[config.mk]
export PLATFORM = sky130hd
export DESIGN_NAME = x_top_uart_cmd
export DESIGN_NICKNAME = d
export VERILOG_FILES = /design/src/rtl/x_top_uart_cmd.sv
export SDC_FILE = /design/constraint.sdc
export NUM_CORES = 1
export LEC_CHECK = 0
export CAP_MARGIN = 20
export CELL_PAD_IN_SITES_DETAIL_PLACEMENT = 1
export CELL_PAD_IN_SITES_GLOBAL_PLACEMENT = 2
export CORE_MARGIN = 2
export CORE_UTILIZATION = 36
export CTS_BUF_LIST = sky130_fd_sc_hd__clkbuf_16
export DETAILED_ROUTE_END_ITERATION = 10
export GPL_TIMING_DRIVEN = 0
export PLACE_DENSITY = 0.86
export SETUP_SLACK_MARGIN = 0.4
export SYNTH_ARGS = -nofsm -noshare
export SYNTH_HDL_FRONTEND = slang
export SYNTH_SLANG_ARGS = --single-unit
[constraint.sdc]
create_clock -name i_clk -period 8.85 [get_ports i_clk]
set_input_delay 2.655 -clock i_clk [delete_from_list [all_inputs] [get_ports i_clk]]
set_output_delay 2.655 -clock i_clk [all_outputs]
set_load 0.005 [all_outputs]
[src/rtl/x_top_uart_cmd.sv]
// UART byte-stream command decoder: assembles W/R frames into 32-bit bus requests.
// Define X_TOP_UART_CMD_CHK_EN to require a trailing XOR checksum byte per frame.
module x_top_uart_cmd #(
  parameter int unsigned p_timeout_cycles = 10000,
  parameter logic [7:0]  p_cmd_wr         = 8'h57,
  parameter logic [7:0]  p_cmd_rd         = 8'h52
) (
  input  logic        i_clk,
  input  logic        i_rst,
  input  logic        i_valid,
  input  logic [7:0]  i_data,
  output logic        o_req_valid,
  input  logic        i_req_ready,
  output logic        o_req_we,
  output logic [31:0] o_req_addr,
  output logic [31:0] o_req_wdata,
  output logic        o_err,
  output logic        o_busy
);

  localparam int unsigned TW = (p_timeout_cycles > 2) ? $clog2(p_timeout_cycles) : 1;
  localparam logic [TW-1:0] TMO_LAST = TW'(p_timeout_cycles - 1);

  localparam logic [2:0] S_IDLE = 3'd0;
  localparam logic [2:0] S_ADDR = 3'd1;
  localparam logic [2:0] S_DATA = 3'd2;
  localparam logic [2:0] S_REQ  = 3'd3;
`ifdef X_TOP_UART_CMD_CHK_EN
  localparam logic [2:0] S_CHK  = 3'd4;
  localparam logic [2:0] S_DONE = S_CHK;
`else
  localparam logic [2:0] S_DONE = S_REQ;
`endif

  logic [2:0]    state;
  logic [1:0]    count;
  logic [TW-1:0] tmo;
  logic          collecting;
  logic          tmo_hit;
`ifdef X_TOP_UART_CMD_CHK_EN
  logic [7:0]    chk;
`endif

  always_comb begin
    collecting = (state == S_ADDR) || (state == S_DATA);
`ifdef X_TOP_UART_CMD_CHK_EN
    collecting = collecting || (state == S_CHK);
`endif
    tmo_hit = collecting && !i_valid && (tmo == TMO_LAST);
  end

  assign o_req_valid = (state == S_REQ);
  assign o_busy      = (state != S_IDLE);

  always_ff @(posedge i_clk or posedge i_rst) begin
    if (i_rst) begin
      state       <= S_IDLE;
      count       <= '0;
      tmo         <= '0;
      o_req_we    <= 1'b0;
      o_req_addr  <= '0;
      o_req_wdata <= '0;
      o_err       <= 1'b0;
`ifdef X_TOP_UART_CMD_CHK_EN
      chk         <= '0;
`endif
    end else begin
      o_err <= 1'b0;
      if (collecting) tmo <= i_valid ? '0 : tmo + TW'(1);
      case (state)
        S_IDLE: if (i_valid) begin
          if (i_data == p_cmd_wr || i_data == p_cmd_rd) begin
            o_req_we    <= (i_data == p_cmd_wr);
            o_req_addr  <= '0;
            o_req_wdata <= '0;
            count       <= '0;
            tmo         <= '0;
            state       <= S_ADDR;
`ifdef X_TOP_UART_CMD_CHK_EN
            chk         <= i_data;
`endif
          end else begin
            o_err <= 1'b1;
          end
        end
        S_ADDR: if (i_valid) begin
          o_req_addr[{count, 3'b000} +: 8] <= i_data;
          count <= count + 2'd1;
`ifdef X_TOP_UART_CMD_CHK_EN
          chk   <= chk ^ i_data;
`endif
          if (count == 2'd3) state <= o_req_we ? S_DATA : S_DONE;
        end
        S_DATA: if (i_valid) begin
          o_req_wdata[{count, 3'b000} +: 8] <= i_data;
          count <= count + 2'd1;
`ifdef X_TOP_UART_CMD_CHK_EN
          chk   <= chk ^ i_data;
`endif
          if (count == 2'd3) state <= S_DONE;
        end
`ifdef X_TOP_UART_CMD_CHK_EN
        S_CHK: if (i_valid) begin
          if (i_data == chk) begin
            state <= S_REQ;
          end else begin
            state <= S_IDLE;
            o_err <= 1'b1;
          end
        end
`endif
        S_REQ: begin
          // A byte arriving while the request is pending is dropped, never queued.
          if (i_valid) o_err <= 1'b1;
          if (i_req_ready) state <= S_IDLE;
        end
        default: state <= S_IDLE;
      endcase
      if (tmo_hit) begin
        state <= S_IDLE;
        tmo   <= '0;
        o_err <= 1'b1;
      end
    end
  end

endmodule

### Word level (Yosys, flattened, before mapping)

Index checks and enable logic that the tools add are counted.

| storage, ports and cells | value |
|---|---|
| register bits | 85 |
| input port bits | 12 |
| output and inout port bits | 68 |
| logic and storage cells | 80 |

| cells by class | value |
|---|---|
| $add $sub $neg | 3 |
| equal/unequal tests | 19 |
| shift operators | 2 |
| muxes and demuxes | 33 |
| reduce and logical (&&, ||, !) cells | 16 |

Operators by type and width:

| kind | count |
|---|---|
| $mux 32 | 4 |
| $pmux 32 s2 | 2 |
| $mux 14 | 6 |
| $bwmux 32 | 2 |
| $shift 8x7->32 const A | 1 |
| $shiftx 8x7->32 | 1 |
| $mux 3 | 8 |
| $eq 8x7->1 const B | 2 |
| $add 14x1->14 const B | 1 |
| $eq 14x14->1 const B | 1 |
| $ne 3x3->1 const B | 4 |
| $pmux 3 s4 | 1 |
| $reduce_and 4->1 | 3 |
| $ne 2x2->1 const B | 4 |
| $neg 5->7 | 1 |
| $reduce_and 7->1 | 1 |
| $eq 3x2->1 const B | 2 |
| $mux 2 | 3 |
| $ne 3x2->1 const B | 2 |
| $reduce_bool 2->1 | 3 |
| $mux 1 | 5 |
| $pmux 2 s2 | 1 |
| $eq 3x1->1 const B | 1 |
| $logic_not 3->1 | 1 |
| other kinds (11) | 13 |

### Depth between registers and ports, before layout

| logic depth | value |
|---|---|
| depth after elaboration | 7 |
| gate-level depth with buffers | 8 |
| gate-level depth less buffers | 6 |

### Worst setup path after synthesis

OpenSTA, ideal clock, no wires.

| timing | value |
|---|---|
| path kind | input -> register |
| from | in i_data[5] |
| to | reg o_req_wdata[14] |
| library setup time | 79 ps |
| arrival time | 4376 ps |
| data required time | 8771 ps |
| path slack | 4395 ps |
| stages | 7 |
| buffers on the path | 3 |
| cell sequence | buf_4 > or4b_4 > o31ai_4 > buf_8 > o2111a_1 > buf_6 > mux2i_1 |

| on the way | value |
|---|---|
| word-level cells in the longest chain between the ends | 4 |
| elaborated cells on any way between the ends | 9 |
| classes of those cells | eq/ne: 3; shift: 1; mux: 3; reduce/logical: 2 |

Ends and longest elaborated chain:

| element | RTL line | source |
|---|---|---|
| from (decl) | 11 | `input logic [7:0] i_data,` |
| $shiftx 8x7->32 / $eq 8x7->1 (equally long branches) | 95, 72 |  |
| $bwmux 32 / $logic_or 1x1->1 (equally long branches) | 95, 72 |  |
| $mux 32 / $ne 2x2->1 (equally long branches) | -- |  |
| $pmux 32 s2 / $reduce_and 4->1 (equally long branches) | -- |  |
| to (signal, indexed assignment) | 95 | `o_req_wdata[{count, 3'b000} +: 8] <= i_data;` |
| to (decl) | 16 | `output logic [31:0] o_req_wdata,` |

Parallel ways exist; a longest one is shown, timed or not. The select of a mux whose other input is x is not followed.
A chain may end at the register's enable or synchronous reset.

### Final worst setup path

| timing | value |
|---|---|
| from | reg state[1] |
| to | out o_busy |

| on the way | value |
|---|---|
| word-level cells in the longest chain between the ends | 1 |

Ends and longest elaborated chain:

| element | RTL line | source |
|---|---|---|
| from (decl) | 35 | `logic [2:0] state;` |
| from (signal assigned) | 92 | `if (count == 2'd3) state <= o_req_we ? S_DATA : S_DONE;` |
| $reduce_bool 3->1 | 53 | `assign o_busy = (state != S_IDLE);` |
| to (decl) | 18 | `output logic o_busy` |

Every way passes these cells.

==> run_results.csv <==
group,metric,value,unit
floorplan,dieArea,12800,µm²
sta,drv_slew,0,
floorplan,start_util,37.2,%
finish,design_area,5490,µm²
grt,groute.usage.overall,19.6,%
sta,fin_ws,4130,ps
clock_tree,clock-sinks,84,
job,drv_cap,0,
grt,grt_remaining_overflow,0,
yosys,synth.most_common_cell,"dfrtp_1",
finish,stdcell_count,639,
finish,syn_to_final_growth,28.2,%
status,failed_checks,"design-rule violations",
clock_tree,cts_resized,0,
critical_path,cp_max_fo,8,
critical_path,crit_type,"reg2out",
pwr,ir_drop,0.108,mV
floorplan,io_pins,80,
floorplan,core,11500,µm²
sta,clock_skew,9.54,ps
yosys,synthCells,407,
placement,place_congestion,0.831,
sta,maxSlewHeadroom,52.3,%
finish,nNetsFinal,513,
finish,drive_gt1_share,8.47,%
routing,firstDrtPassIters,8,
sta,max_freq,0.212,GHz
grt,grt_pass1_vias,3583,
clock_tree,cts_buffers,9,
grt,grt_start_max_net_pins,71,
clock_tree,clockRootBuffer,"clkbuf_16",
sta,post-route-period-util,53.3,%
placement,dp_hpwl,8.28,mm
placement,dpl_cell_area,5220,µm²
floorplan,die_x,113,µm
clock_tree,ctsHoldBuffers,0,
pwr,leakage,2.27,nW
yosys,yosysWarnings,0,
pwr,p_total,1.44,mW
clock_tree,cts_setup_buffers,0,
yosys,ys_top_cells_by_area,"dfrtp_1, mux2i_1, a22o_1",
routing,vias,3412,
grt,antenna_found_initial,0,
yosys,syn_area,4280,µm²
placement,dp_cells,624,
finish,seq_area,2100,µm²
placement,numPortBuffers,73,
grt,grt_pass1_wl,19.5,mm
yosys,synth_top_area_cell,"dfrtp_1",
clock_tree,clk_pin_slew,70,ps
yosys,ys.flop_type,"dfrtp_1",
critical_path,r2r_setup_slack,6420,ps
finish,fillers,1274,
yosys,yosys-top-cells-count,"dfrtp_1, nand2_1, inv_1, mux2i_1, a22o_1",
critical_path,arrival,2060,ps
status,status,"complete, but fails checks",
routing,drc,10,
sta,fin_setup_tns,0,ps
routing,wirelength,11.8,mm
sta,rsz0062_at_grt,"false",
critical_path,end_kind,"primary output",
finish,insertedDiodeCount,0,
sta,whs,503,ps
pwr,powerDensity,262,nW/µm²
placement,dp_slack,3770,ps
clock_tree,clk_latency,350,ps
clock_tree,cts_buffer_depth,2,
routing,vias_per_cell,5.34,
finish,fin_util,47.7,%
critical_path,cp.required,6200,ps
sta,setup_violations,0,
sta,period_needed,4720,ps
floorplan,dieHeight,113,µm
yosys,synth_nets,428,
routing,ant_nets,0,
yosys,ys_seq_elements,84,
yosys,synth.distinct_cells,51,
worst_hold_path,min_path_type,"reg2reg",
yosys,ys_seq_area_share,49.1,%
clock_tree,cts_tree,"built",
clock_tree,cts_max_level,3,
yosys,syn_area_per_cell,10.5,µm²
critical_path,critical_path.startpoint_type,"flop",
floorplan,rows,39,
yosys,synth-async-reset-ratio,100,%
sta,hold_viol,0,
routing,wl_per_cell,18.4,µm
routing,first_iter_violations,156,
yosys,synth_top_area_share,49.1,%
sta,worstMarginPinSlew,715,ps
yosys,synth_edf_count,0,
finish,multi_input_area,1840,µm²
## area by class of cell
| class | count | share of cell area (%) |
|---|---|---|
| Clock buffer | 9 | 4.10 |
| Tap cell | 143 | 3.26 |
| Clock inverter | 6 | 0.775 |
| Buffer | 30 | 3.14 |
| Sequential cell | 84 | 38.3 |
| Multi-Input combinational cell | 248 | 33.5 |
| Timing Repair Buffer | 74 | 13.8 |
| Inverter | 45 | 3.12 |
## power by group
part	total, mW	internal (mW)	switching [mW]	leakage (nW)
clock	0.347	0.189	0.158	0.133
sequential	0.527	0.457	0.0703	1.15
combinational	0.567	0.262	0.305	0.986
total	1.44	0.908	0.533	2.27
## state kept, by name, indices dropped and copies added, names as in the netlist
name and flops:
o_req_we 1, o_req_addr 32, count 2, state 2, o_err 1, tmo 14
o_req_wdata 32
## path summary, 6_finish.rpt
check | from | endpoint | cells past startpoint
worst max-delay path | state[1] | o_busy | 5
worst min-delay path | o_req_wdata[23] | o_req_wdata[23] | 1
worst max register to register | count[0] | o_req_addr[29] | 8
worst min register to register | o_req_wdata[23] | o_req_wdata[23] | 1
max in group asynchronous | i_rst | o_req_wdata[21] | 3
min in group asynchronous | i_rst | tmo[7] | 2
## layer usage
layer	GRT usage [%]	vias up	share of wire (%)
met5	0	-	0
met4	6.10	0	1.3
met3	3.59	10	4.2
met2	33.7	67	50
met1	25.2	1735	45
li1	-	1600	-
## cell usage in the layout, fill, tap and decap left out, types with 6 or more instances in the layout
master / n
clkbuf_16: 9
nand2_1: 51
o21ai_0: 13
dfrtp_1: 84
nand3_1: 10
and4_1: 7
clkdlybuf4s50_1: 73
a21oi_1: 15
nor3_1: 8
mux2i_1: 37
ha_1: 9
inv_1: 45
a22o_1: 32
buf_2: 9
buf_1: 6
clkbuf_1: 8
nor2_1: 6
## cells by family (layout without fill, tap and decap cells)
family,count (synthesis),in the layout,share of synthesized area [%]
and+or+nand+nor,113,113,13.9
AOI/OAI and AO/OA,88,88,17.6
DFF,84,84,49.1
buffers and inverters,75,164,7.98
muxes,37,37,8.65
adders and majority gates,9,9,2.63
xor gates and xnor gates,1,1,0.205
## worst max-delay path: stages, from the launching register on
cell	delay [ps]
dfrtp_1	420
inv_1	100
ha_1	150
clkbuf_1	340
inv_1	210
clkdlybuf4s50_1	490
Note: power is estimated with default switching activity, not from simulation.
